===== src/rtl/lsu_ctrl_pkg.sv =====
// ============================================================================
// Module : lsu_ctrl_pkg
// Brief  : Operation/state encodings and op-class predicates for lsu_ctrl.
// Rev    : 1.0 - initial release
// ============================================================================
`default_nettype none

`ifndef DM_ADDR_WIDTH
`define DM_ADDR_WIDTH 16
`endif

package lsu_ctrl_pkg;

    typedef enum logic [2:0] {
        LSU_OP_LW  = 3'b000,
        LSU_OP_LH  = 3'b001,
        LSU_OP_LHU = 3'b010,
        LSU_OP_LB  = 3'b011,
        LSU_OP_LBU = 3'b100,
        LSU_OP_SW  = 3'b101,
        LSU_OP_SH  = 3'b110,
        LSU_OP_SB  = 3'b111
    } lsu_op_e;

    typedef enum logic [1:0] {
        LSU_S_IDLE  = 2'b00,
        LSU_S_EXEC  = 2'b01,
        LSU_S_WRITE = 2'b10,
        LSU_S_DONE  = 2'b11
    } lsu_state_e;

    function automatic logic is_store(input lsu_op_e op);
        return (op == LSU_OP_SW) || (op == LSU_OP_SH) || (op == LSU_OP_SB);
    endfunction

    function automatic logic is_half(input lsu_op_e op);
        return (op == LSU_OP_LH) || (op == LSU_OP_LHU) || (op == LSU_OP_SH);
    endfunction

    function automatic logic is_word(input lsu_op_e op);
        return (op == LSU_OP_LW) || (op == LSU_OP_SW);
    endfunction

endpackage

`default_nettype wire


===== src/rtl/lsu_ctrl_if.sv =====
// ============================================================================
// Module : lsu_ctrl_if
// Brief  : CPU request/response and data-memory port bundle for lsu_ctrl.
//          master = CPU + memory side, slave = the load/store controller.
// Rev    : 1.0 - initial release
// ============================================================================
`default_nettype none

`ifndef DM_ADDR_WIDTH
`define DM_ADDR_WIDTH 16
`endif

interface lsu_ctrl_if #(
    parameter int ADDR_WIDTH = `DM_ADDR_WIDTH
) ();
    logic                  req_valid;
    logic                  req_ready;
    logic [2:0]            req_op;
    logic [31:0]           req_addr;
    logic [31:0]           req_wdata;
    logic                  resp_valid;
    logic [31:0]           resp_rdata;
    logic                  resp_exc;
    logic [ADDR_WIDTH-1:0] mem_read_addr;
    logic [31:0]           mem_read_data;
    logic [ADDR_WIDTH-1:0] mem_write_addr;
    logic [31:0]           mem_write_data;
    logic                  mem_write_enable;

    modport master (
        output req_valid, req_op, req_addr, req_wdata, mem_read_data,
        input  req_ready, resp_valid, resp_rdata, resp_exc,
               mem_read_addr, mem_write_addr, mem_write_data, mem_write_enable
    );

    modport slave (
        input  req_valid, req_op, req_addr, req_wdata, mem_read_data,
        output req_ready, resp_valid, resp_rdata, resp_exc,
               mem_read_addr, mem_write_addr, mem_write_data, mem_write_enable
    );
endinterface

`default_nettype wire


===== src/rtl/lsu_ctrl_lane.sv =====
// ============================================================================
// Module : lsu_lane
// Brief  : Combinational byte/halfword lane logic: load extract+extend and
//          sub-word store merge into the old memory word.
// Rev    : 1.0 - initial release
// ============================================================================
`default_nettype none

module lsu_lane
    import lsu_ctrl_pkg::*;
(
    input  logic [31:0] i_word,
    input  logic [31:0] i_new,
    input  logic [1:0]  i_offset,
    input  lsu_op_e     i_op,
    output logic [31:0] o_load,
    output logic [31:0] o_merge
);

    logic [7:0]  w_byte;
    logic [15:0] w_half;

    always_comb begin
        w_byte = i_word[{i_offset, 3'b000} +: 8];
        w_half = i_offset[1] ? i_word[31:16] : i_word[15:0];

        case (i_op)
            LSU_OP_LW:  o_load = i_word;
            LSU_OP_LH:  o_load = {{16{w_half[15]}}, w_half};
            LSU_OP_LHU: o_load = {16'h0000, w_half};
            LSU_OP_LB:  o_load = {{24{w_byte[7]}}, w_byte};
            LSU_OP_LBU: o_load = {24'h000000, w_byte};
            default:    o_load = 32'h0000_0000;
        endcase

        o_merge = i_word;
        case (i_op)
            LSU_OP_SB: o_merge[{i_offset, 3'b000} +: 8]     = i_new[7:0];
            LSU_OP_SH: o_merge[{i_offset[1], 4'b0000} +: 16] = i_new[15:0];
            default:   o_merge = i_new;
        endcase
    end

endmodule

`default_nettype wire


===== src/rtl/lsu_ctrl.sv =====
// ============================================================================
// Module : lsu_ctrl
// Brief  : Single-outstanding load/store controller in front of a word-only
//          data memory; sub-word stores are done as read-modify-write.
//          Optional macro LSU_ALIGN_CHECK_EN: flag misaligned accesses
//          instead of silently aligning them.
// Rev    : 1.0 - initial release
// ============================================================================
`default_nettype none

module lsu_ctrl
    import lsu_ctrl_pkg::*;
#(
    parameter int ADDR_WIDTH = `DM_ADDR_WIDTH
) (
    input  logic      clk,
    input  logic      reset,
    lsu_ctrl_if.slave bus
);

    lsu_state_e            state_q, state_d;
    lsu_op_e               op_q, op_d;
    logic [ADDR_WIDTH-1:0] addr_q, addr_d;
    logic [31:0]           wdata_q, wdata_d;
    logic [31:0]           rdata_q, rdata_d;
    logic                  exc_q, exc_d;
    logic                  misal_q, misal_d;
    logic                  we_q, we_d;

    lsu_op_e               w_req_op;
    logic [ADDR_WIDTH-1:0] w_req_addr;
    logic                  w_req_misal;
    logic [31:0]           w_load_data;
    logic [31:0]           w_merge_data;

    assign w_req_op = lsu_op_e'(bus.req_op);

    generate
        if (ADDR_WIDTH < 32) begin : g_addr_unused
            logic w_unused_addr;
            assign w_unused_addr = ^bus.req_addr[31:ADDR_WIDTH];
        end
    endgenerate

    // Alignment is resolved once at accept so EXEC sees a final address.
    always_comb begin
        w_req_addr  = bus.req_addr[ADDR_WIDTH-1:0];
        w_req_misal = 1'b0;
`ifdef LSU_ALIGN_CHECK_EN
        w_req_misal = (is_word(w_req_op) && (w_req_addr[1:0] != 2'b00)) ||
                      (is_half(w_req_op) && w_req_addr[0]);
`else
        if (is_word(w_req_op)) begin
            w_req_addr[1:0] = 2'b00;
        end else if (is_half(w_req_op)) begin
            w_req_addr[0] = 1'b0;
        end
`endif
    end

    lsu_lane u_lane (
        .i_word   (bus.mem_read_data),
        .i_new    (wdata_q),
        .i_offset (addr_q[1:0]),
        .i_op     (op_q),
        .o_load   (w_load_data),
        .o_merge  (w_merge_data)
    );

    always_comb begin
        state_d = state_q;
        op_d    = op_q;
        addr_d  = addr_q;
        wdata_d = wdata_q;
        rdata_d = rdata_q;
        exc_d   = exc_q;
        misal_d = misal_q;
        we_d    = 1'b0;
        case (state_q)
            LSU_S_IDLE: begin
                if (bus.req_valid) begin
                    op_d    = w_req_op;
                    addr_d  = w_req_addr;
                    wdata_d = bus.req_wdata;
                    misal_d = w_req_misal;
                    // SW writes during EXEC, so its enable is raised at accept.
                    we_d    = (w_req_op == LSU_OP_SW) && !w_req_misal;
                    state_d = LSU_S_EXEC;
                end
            end
            LSU_S_EXEC: begin
                exc_d   = misal_q;
                rdata_d = 32'h0000_0000;
                state_d = LSU_S_DONE;
                if (!misal_q) begin
                    if (!is_store(op_q)) begin
                        rdata_d = w_load_data;
                    end else if (op_q != LSU_OP_SW) begin
                        wdata_d = w_merge_data;
                        we_d    = 1'b1;
                        state_d = LSU_S_WRITE;
                    end
                end
            end
            LSU_S_WRITE: state_d = LSU_S_DONE;
            LSU_S_DONE:  state_d = LSU_S_IDLE;
            default:     state_d = LSU_S_IDLE;
        endcase
    end

    always_ff @(posedge clk) begin
        if (reset) begin
            state_q <= LSU_S_IDLE;
            op_q    <= LSU_OP_LW;
            addr_q  <= '0;
            wdata_q <= 32'h0000_0000;
            rdata_q <= 32'h0000_0000;
            exc_q   <= 1'b0;
            misal_q <= 1'b0;
            we_q    <= 1'b0;
        end else begin
            state_q <= state_d;
            op_q    <= op_d;
            addr_q  <= addr_d;
            wdata_q <= wdata_d;
            rdata_q <= rdata_d;
            exc_q   <= exc_d;
            misal_q <= misal_d;
            we_q    <= we_d;
        end
    end

    assign bus.req_ready        = (state_q == LSU_S_IDLE);
    assign bus.resp_valid       = (state_q == LSU_S_DONE);
    assign bus.resp_rdata       = rdata_q;
    assign bus.resp_exc         = exc_q;
    assign bus.mem_read_addr    = addr_q;
    assign bus.mem_write_addr   = addr_q;
    assign bus.mem_write_data   = wdata_q;
    // The enable is a flop; reset must still kill an in-flight write at once.
    assign bus.mem_write_enable = we_q && !reset;

endmodule

`default_nettype wire


===== src/flat_wrapper.sv =====
// flat-port wrapper written by rule: the top's interface ports become plain ports
module lsu_ctrl_flat import lsu_ctrl_pkg::*;
#(
    parameter int ADDR_WIDTH = `DM_ADDR_WIDTH
)
  (clk, reset, bus_req_valid, bus_req_op, bus_req_addr, bus_req_wdata, bus_mem_read_data, bus_req_ready, bus_resp_valid, bus_resp_rdata, bus_resp_exc, bus_mem_read_addr, bus_mem_write_addr, bus_mem_write_data, bus_mem_write_enable);
  lsu_ctrl_if #(.ADDR_WIDTH(ADDR_WIDTH)) bus_i ();
  input  logic clk;
  input  logic reset;
  input wire logic [$bits(bus_i.req_valid)-1:0] bus_req_valid;
  input wire logic [$bits(bus_i.req_op)-1:0] bus_req_op;
  input wire logic [$bits(bus_i.req_addr)-1:0] bus_req_addr;
  input wire logic [$bits(bus_i.req_wdata)-1:0] bus_req_wdata;
  input wire logic [$bits(bus_i.mem_read_data)-1:0] bus_mem_read_data;
  output wire logic [$bits(bus_i.req_ready)-1:0] bus_req_ready;
  output wire logic [$bits(bus_i.resp_valid)-1:0] bus_resp_valid;
  output wire logic [$bits(bus_i.resp_rdata)-1:0] bus_resp_rdata;
  output wire logic [$bits(bus_i.resp_exc)-1:0] bus_resp_exc;
  output wire logic [$bits(bus_i.mem_read_addr)-1:0] bus_mem_read_addr;
  output wire logic [$bits(bus_i.mem_write_addr)-1:0] bus_mem_write_addr;
  output wire logic [$bits(bus_i.mem_write_data)-1:0] bus_mem_write_data;
  output wire logic [$bits(bus_i.mem_write_enable)-1:0] bus_mem_write_enable;
  assign bus_i.req_valid = bus_req_valid;
  assign bus_i.req_op = bus_req_op;
  assign bus_i.req_addr = bus_req_addr;
  assign bus_i.req_wdata = bus_req_wdata;
  assign bus_i.mem_read_data = bus_mem_read_data;
  assign bus_req_ready = bus_i.req_ready;
  assign bus_resp_valid = bus_i.resp_valid;
  assign bus_resp_rdata = bus_i.resp_rdata;
  assign bus_resp_exc = bus_i.resp_exc;
  assign bus_mem_read_addr = bus_i.mem_read_addr;
  assign bus_mem_write_addr = bus_i.mem_write_addr;
  assign bus_mem_write_data = bus_i.mem_write_data;
  assign bus_mem_write_enable = bus_i.mem_write_enable;
  lsu_ctrl #(.ADDR_WIDTH(ADDR_WIDTH)) u_core (.clk(clk), .reset(reset), .bus(bus_i));
endmodule

===== config.mk =====
export PLATFORM = sky130hd
export DESIGN_NAME = lsu_ctrl_flat
export DESIGN_NICKNAME = d
export VERILOG_FILES = /design/src/rtl/lsu_ctrl_pkg.sv /design/src/rtl/lsu_ctrl_if.sv /design/src/rtl/lsu_ctrl_lane.sv /design/src/rtl/lsu_ctrl.sv /design/src/flat_wrapper.sv
export SDC_FILE = /design/constraint.sdc
export NUM_CORES = 1
export LEC_CHECK = 0
export CAP_MARGIN = 20
export CORE_UTILIZATION = 47
export DETAILED_ROUTE_END_ITERATION = 8
export PLACE_DENSITY_LB_ADDON = 0.25
export SLEW_MARGIN = 20
export SYNTH_ARGS = -nofsm -noshare
export SYNTH_HDL_FRONTEND = slang
export SYNTH_SLANG_ARGS = --single-unit

===== constraint.sdc =====
create_clock -name clk -period 6.8 [get_ports clk]
set_clock_uncertainty 0.2 [all_clocks]
set_input_delay 1.36 -clock clk [delete_from_list [all_inputs] [get_ports clk]]
set_output_delay 1.36 -clock clk [all_outputs]
set_load 0.02 [all_outputs]

==> summary.txt, run 1 <==
Synth
  – Predominant post-synthesis flop cell: dfxtp_1
  – Netlist Area Pre-Place: 4770 um^2
  – Synthesized flop and latch total: 86
  – Post-synth EDFFs: 0
  – Sequential area share after synthesis: 36.1%
  – Synth cell count leaders: nand2_1 (92), dfxtp_1 (86), a21oi_1 (37), o21ai_1 (34), nor2_1 (30)
  – Top cell type's share of synthesized area: 36.1%
  – Ys async rst share: 0%
  – Area leader, netlist: dfxtp_1
  – Yosys cell types: 55
  – Dominant cells by area after synthesis: dfxtp_1 (36%), nand2_1 (7.2%), a22oi_1 (4.1%)
  – Syn Inst Count: 586
  – Ys Warns: 0
  – Top-count cell post-synth: nand2_1
  – Average cell area after synthesis: 8.14 um^2
  – Mapped Nets: 697

Routing
  – Final WL: 15900 um
  – Drt pass-1 iters: 4
  – Wire per inst: 18.5 um
  – Via count: 5040
  – Via density: 5.88
  – Starting DRT DRC Count: 303
  – Residual antenna-violating net count after detailed routing: 0
  – Drc violations: 0

Worst setup path
  – FF-to-FF Start: u_core.state_q[1]
  – Worst Path Max Fanout: 58
  – Worst Setup End Kind: output pin
  – Reg2Reg Setup Slack: 3.78 ns
  – Crit path launch type: primary input
  – Reg2reg end: u_core.bus.mem_write_data[6]
  – Critical path arrival: 2.88 ns
  – WP data required: 5.24 ns
  – Critical path class: in -> out
  – Reg2Reg Depth: 7

Finish
  – Area occupied by multi-input gates: 2670 um^2
  – Register area: 1720 um^2
  – Nets@finish: 830
  – Ant diodes: 0
  – Fin cells: 857
  – Share of cells above drive strength 1: 5.11%
  – Area growth, synth to finish: 39.0%
  – Final-layout fill cell count: 885
  – Finished Cell Area: 6630 um^2

Global routing
  – Initial antenna violation count: 0
  – Global-route wire length before repair: 23400 um
  – Vias in the first global route: 4624
  – Largest net degree at the start of global routing: 59
  – Gr ovfl total: 0
  – Gr usage total: 29.3%

STA
  – PnR worst setup slack: 2.36 ns
  – Fin crit period: 4.44 ns
  – Final setup viols: 0
  – Relative slew margins: 24.2%
  – Period utilisation layout: 65.3%
  – Unrepaired setup endpoints after global routing: no
  – Final hold slack: 0.248 ns
  – Slew at the pin with the worst max-slew slack: 1.14 ns
  – Final Hold Vio Count: 0
  – Final Max Slew Viols: 0
  – Fmax: 0.225 GHz
  – Setup TNS: 0 ns

Place
  – Final HPWL DP: 11800 um
  – Final GP Congestion: 0.918
  – Port-buffer cells: 184
  – Area after DPL: 6450 um^2
  – Cell count after placement: 841
  – Worst slack, placed: 2.40 ns

Power
  – Sw frac: 43.7%
  – Pint: 1.38 mW
  – Worst VDD drop: 0.319 mV
  – Power per cell area: 370 nW/um^2
  – Combinational fraction of design power: 53.2%
  – Sequential share of power: 33.3%
  – Clock power frac: 13.4%
  – Sw power: 1.07 mW
  – Leak pwr: 2.34 nW

Min path
  – HP Class: reg -> reg
  – Hold path start: u_core.bus.resp_rdata[30]
  – Worst Hold Depth: 2
  – End of the worst hold path: u_core.bus.resp_rdata[30]

Clock tree
  – Post-CTS setup buffer count: 0
  – TritonCTS Buffers: 9
  – Clock sinks: 86
  – Clock transition at the registers of the reported paths: 0.08 ns
  – TritonCTS clock tree: built
  – Clk Latency, worst-skew pair: 0.36 ns
  – Clock tree buffer depth: 2
  – CTS root buffer: clkbuf_8
  – Post_cts resized: 0
  – Cts-stage hold buffer count: 0
  – H-tree Lvls: 3

Floorplanning
  – FP Rows: 36
  – Boundary Pins: 202
  – Die Y-Extent: 103 um
  – Initial Utilization: 48.6%
  – Die area: 10600 um^2
  – Core area: 9820 um^2
  – Die W: 103 um

Job
  – # Max-Cap Violations: 0

Outcome
  – Status: finished, final reports clean
==> through the flow <==
step                utilization (%)  power (mW)
finish                         67.5        2.45
global route                   67.5        2.58
CTS                            67.5        2.45
detailed placement             65.7        2.12
global placement               65.7        2.09
floorplan                         -        1.61
==> cells in the final DEF, fill, tap and decap left out, drive strengths merged, types with 16 or more instances in the layout <==
cell,count
a21oi,37
nor2b,19
a311oi,16
a22oi,26
o21ai,50
dfxtp,86
nor2,30
clkdlybuf4s50,183
o211ai,17
nand2,92
==> power groups by stage <==
stage / Sequential (mW) / Clock (mW) / Combinational, mW
global placement: 0.817 / 0 / 1.27
global route: 0.833 / 0.349 / 1.40
CTS: 0.812 / 0.333 / 1.30
detailed placement: 0.823 / 0 / 1.30
floorplan: 0.958 / 0 / 0.647
finish: 0.817 / 0.328 / 1.30
==> layout make-up <==
type / count / area share, %
multi-input combinational: 421 / 40.2
sequential: 86 / 26.0
timing repair buffer: 186 / 27.9
inverter: 15 / 0.849
tap: 133 / 2.51
clock buffer: 13 / 2.25
clock inverter: 3 / 0.302
==> how the worst max path moves through the flow <==
stage | start | endpoint | slack (ns) | depth (start not counted)
after floorplan | reset | bus_mem_write_enable | 3.38 | 2
after global placement | reset | bus_mem_write_enable | 2.41 | 3
after detailed placement | reset | bus_mem_write_enable | 2.40 | 3
after CTS | reset | bus_mem_write_enable | 2.38 | 3
after global routing | reset | bus_mem_write_enable | 2.29 | 3
final | reset | bus_mem_write_enable | 2.36 | 3
==> state kept, by name, indices dropped and copies added (netlist names) <==
register                   flops
u_core.bus.mem_write_data     32
u_core.bus.resp_rdata         32
u_core.we_q                    1
u_core.state_q                 2
u_core.op_q                    3
u_core.bus.mem_read_addr      16
==> cell families after synthesis <==
| logic type | after synthesis | share of synthesized area (%) |
|---|---|---|
| adder cells (fa/ha/maj) | 9 | 2.36 |
| multiplexers | 15 | 4.01 |
| AND/OR/NAND/NOR | 190 | 19.4 |
| AO/OA/AOI/OAI | 206 | 29.7 |
| flip-flops | 86 | 36.1 |
| other | 1 | 0.0786 |
| buffers and inverters | 79 | 8.39 |
==> per-layer routing <==
layer / routed length (um) / up-vias / global-route usage, %
li1: - / 2395 / -
met1: 6620 / 2384 / 37.0
met2: 7610 / 222 / 47.5
met3: 1160 / 39 / 7.05
met4: 488 / 0 / 13.0
met5: 0 / - / 0
==> worst max-delay path, cell delays in order <==
cell             delay, ns
buf_2                 0.82
nor2b_1               0.10
clkdlybuf4s50_1       0.59
No activity file was read; power rests on OpenSTA's default activity.
==> run 2: changes to the inputs <==
CORE_UTILIZATION = 43   (was 47)
clock period = 4.6 ns   (was 6.8 ns; I/O delays follow)
==> run 2 against run 1 <==
  * Setup slack got worse by 0.91 ns
  * Global-route usage decreased by 1.9 points
  * Worst hold slack improved by 0.0029 ns
==> summary.txt, run 2 (synthesis gave the netlist of run 1 again) <==
Outcome
  – Status: finished, final reports clean (unchanged)

Floorplanning
  – Initial Utilization: 44.0% (was 48.6%)
  – Die Y-Extent: 107 um (was 103 um)
  – Boundary Pins: 202 (unchanged)
  – Die area: 11500 um^2 (was 10600 um^2)
  – FP Rows: 38 (was 36)
  – Die W: 107 um (was 103 um)
  – Core area: 10800 um^2 (was 9820 um^2)

Clock tree
  – Clk Latency, worst-skew pair: 0.35 ns (was 0.36 ns)
  – Clock sinks: 86 (unchanged)
  – TritonCTS clock tree: built (unchanged)
  – Clock transition at the registers of the reported paths: 0.09 ns (was 0.08 ns)
  – Clock tree buffer depth: 2 (unchanged)
  – CTS root buffer: clkbuf_8 (unchanged)
  – Cts-stage hold buffer count: 0 (unchanged)
  – Post-CTS setup buffer count: 0 (unchanged)
  – Post_cts resized: 0 (unchanged)
  – TritonCTS Buffers: 9 (unchanged)
  – H-tree Lvls: 3 (unchanged)

Worst setup path
  – Delay-heaviest family, CP: flip-flops (was buffers and inverters)
  – FF-to-FF Start: u_core.op_q[1] (was u_core.state_q[1])
  – Worst Path Max Fanout: 24 (was 58)
  – Crit-path cells: clkdlybuf4s50_1 (was buf_2, nor2b_1, clkdlybuf4s50_1)
  – Slowest-stage cell, CP: dfxtp_1 (was buf_2)
  – Critical path arrival: 2.03 ns (was 2.88 ns)
  – CP bufs+invs: 1 (was 2)
  – Worst Setup End Kind: output pin (unchanged)
  – Reg2Reg Depth: 4 (was 7)
  – WP data required: 3.48 ns (was 5.24 ns)
  – Crit path launch type: register (was primary input)
  – Critical path class: reg -> out (was in -> out)
  – Reg2reg end: u_core.bus.mem_write_data[16] (was u_core.bus.mem_write_data[6])
  – Max stage delay on crit path: 0.90 ns (was 0.82 ns)
  – Reg2Reg Setup Slack: 1.69 ns (was 3.78 ns)

STA
  – Fin crit period: 3.15 ns
  – Final Hold Vio Count: 0 (unchanged)
  – Slew at the pin with the worst max-slew slack: 0.985 ns (was 1.14 ns)
  – Final Max Slew Viols: 0 (unchanged)
  – Unrepaired setup endpoints after global routing: no (unchanged)
  – Final setup viols: 0 (unchanged)
  – Relative slew margins: 34.0% (was 24.2%)
  – PnR worst setup slack: 1.45 ns (was 2.36 ns)
  – Fmax: 0.318 GHz
  – Setup TNS: 0 ns (unchanged)
  – Period utilisation layout: 68.4%

Routing
  – Final WL: 16000 um (was 15900 um)
  – Drc violations: 0 (unchanged)
  – Wire per inst: 18.6 um (was 18.5 um)
  – Via count: 5006 (was 5040)
  – Drt pass-1 iters: 9 (was 4)
  – Residual antenna-violating net count after detailed routing: 0 (unchanged)
  – Starting DRT DRC Count: 368 (was 303)
  – Via density: 5.79 (was 5.88)

Min path
  – HP Class: reg -> reg (unchanged)
  – End of the worst hold path: u_core.bus.resp_rdata[8] (was u_core.bus.resp_rdata[30])
  – Worst Hold Depth: 2 (unchanged)
  – Hold path start: u_core.bus.resp_rdata[8] (was u_core.bus.resp_rdata[30])

Place
  – Area after DPL: 6470 um^2 (was 6450 um^2)
  – Port-buffer cells: 184 (unchanged)
  – Worst slack, placed: 1.36 ns (was 2.40 ns)
  – Final GP Congestion: 0.896 (was 0.918)
  – Final HPWL DP: 11800 um (about the same)

Finish
  – Most common cell after layout, fill and taps aside: clkdlybuf4s50_1 (unchanged)
  – Nets@finish: 832 (was 830)
  – Final-layout fill cell count: 990 (was 885)
  – Share of cells above drive strength 1: 5.52% (was 5.11%)
  – Finished Cell Area: 6670 um^2 (was 6630 um^2)
  – Most frequent cells in the layout: clkdlybuf4s50_1 (183), nand2_1 (92), dfxtp_1 (86) (unchanged)
  – Ant diodes: 0 (unchanged)
  – Area growth, synth to finish: 39.8% (was 39.0%)

Global routing
  – Global-route wire length before repair: 24100 um (was 23400 um)
  – Vias in the first global route: 4647 (was 4624)
  – Gr ovfl total: 0 (unchanged)
  – Gr usage total: 27.4% (was 29.3%)
  – Initial antenna violation count: 0 (unchanged)
  – Largest net degree at the start of global routing: 58 (was 59)

Job
  – # Max-Cap Violations: 0 (unchanged)

Power
  – Total power: 3.66 mW (was 2.45 mW)
  – Power per cell area: 549 nW/um^2 (was 370 nW/um^2)
  – Worst VDD drop: 0.296 mV (was 0.319 mV)
  – Leak pwr: 2.37 nW (was 2.34 nW)
-- run 2: worst max path at each step --
stage                                    endpoint  cells past startpoint  slack (ns)                        start
floorplan           u_core.bus.mem_write_data[15]                      9        1.99  u_core.bus.mem_read_addr[1]
global route                 bus_mem_read_addr[1]                      1        1.36  u_core.bus.mem_read_addr[1]
global placement     u_core.bus.mem_write_data[3]                      5        1.43                bus_req_valid
finish                       bus_mem_read_addr[1]                      1        1.45  u_core.bus.mem_read_addr[1]
CTS                         bus_mem_write_addr[1]                      1        1.44  u_core.bus.mem_read_addr[1]
detailed placement   u_core.bus.mem_write_data[5]                      5        1.36                bus_req_valid
-- run 2: area by class of cell --
| class | instances | area [um^2] | share of cell area (%) |
|---|---|---|---|
| flip-flops and latches | 86 | 1720 | 25.8 |
| multi-input cells | 421 | 2660 | 39.9 |
| clock inverters | 4 | 47.5 | 0.713 |
| repair buffers | 188 | 1870 | 28.0 |
| clock buffers | 11 | 141 | 2.12 |
| inverters | 15 | 56.3 | 0.844 |
| well taps | 140 | 175 | 2.63 |
-- run 2: where the power goes --
group / total (mW) / switching [mW] / internal [mW]
combinational: 1.92 / 1.08 / 0.846
sequential: 1.21 / 0.226 / 0.985
clock: 0.531 / 0.270 / 0.262
total: 3.66 / 1.57 / 2.09
-- run 2: through the flow --
stage          hold slack [ns]  utilization, %  instances
5_1_grt                  0.273            61.5        865
3_3_place_gp             0.242            59.7        850
6_report                 0.251            61.5        865
4_1_cts                  0.253            61.5        865
2_1_floorplan            0.290               -        586
3_5_place_dp             0.242            59.7        850
-- run 2: metal layers --
metal,GRT usage (%),routed length [um],vias to the layer above
met3,5.15,1470,26
met5,0,0,-
li1,-,-,2405
met2,45.2,7650,266
met4,13.8,497,0
met1,34.1,6420,2309
-- run 2: worst reg2reg max path, stage by stage (launching register included) --
cell and delay (ns):
dfxtp_1 0.95, and3b_1 0.80, o21ai_2 0.26, a221oi_1 0.47, nor4_1 0.09
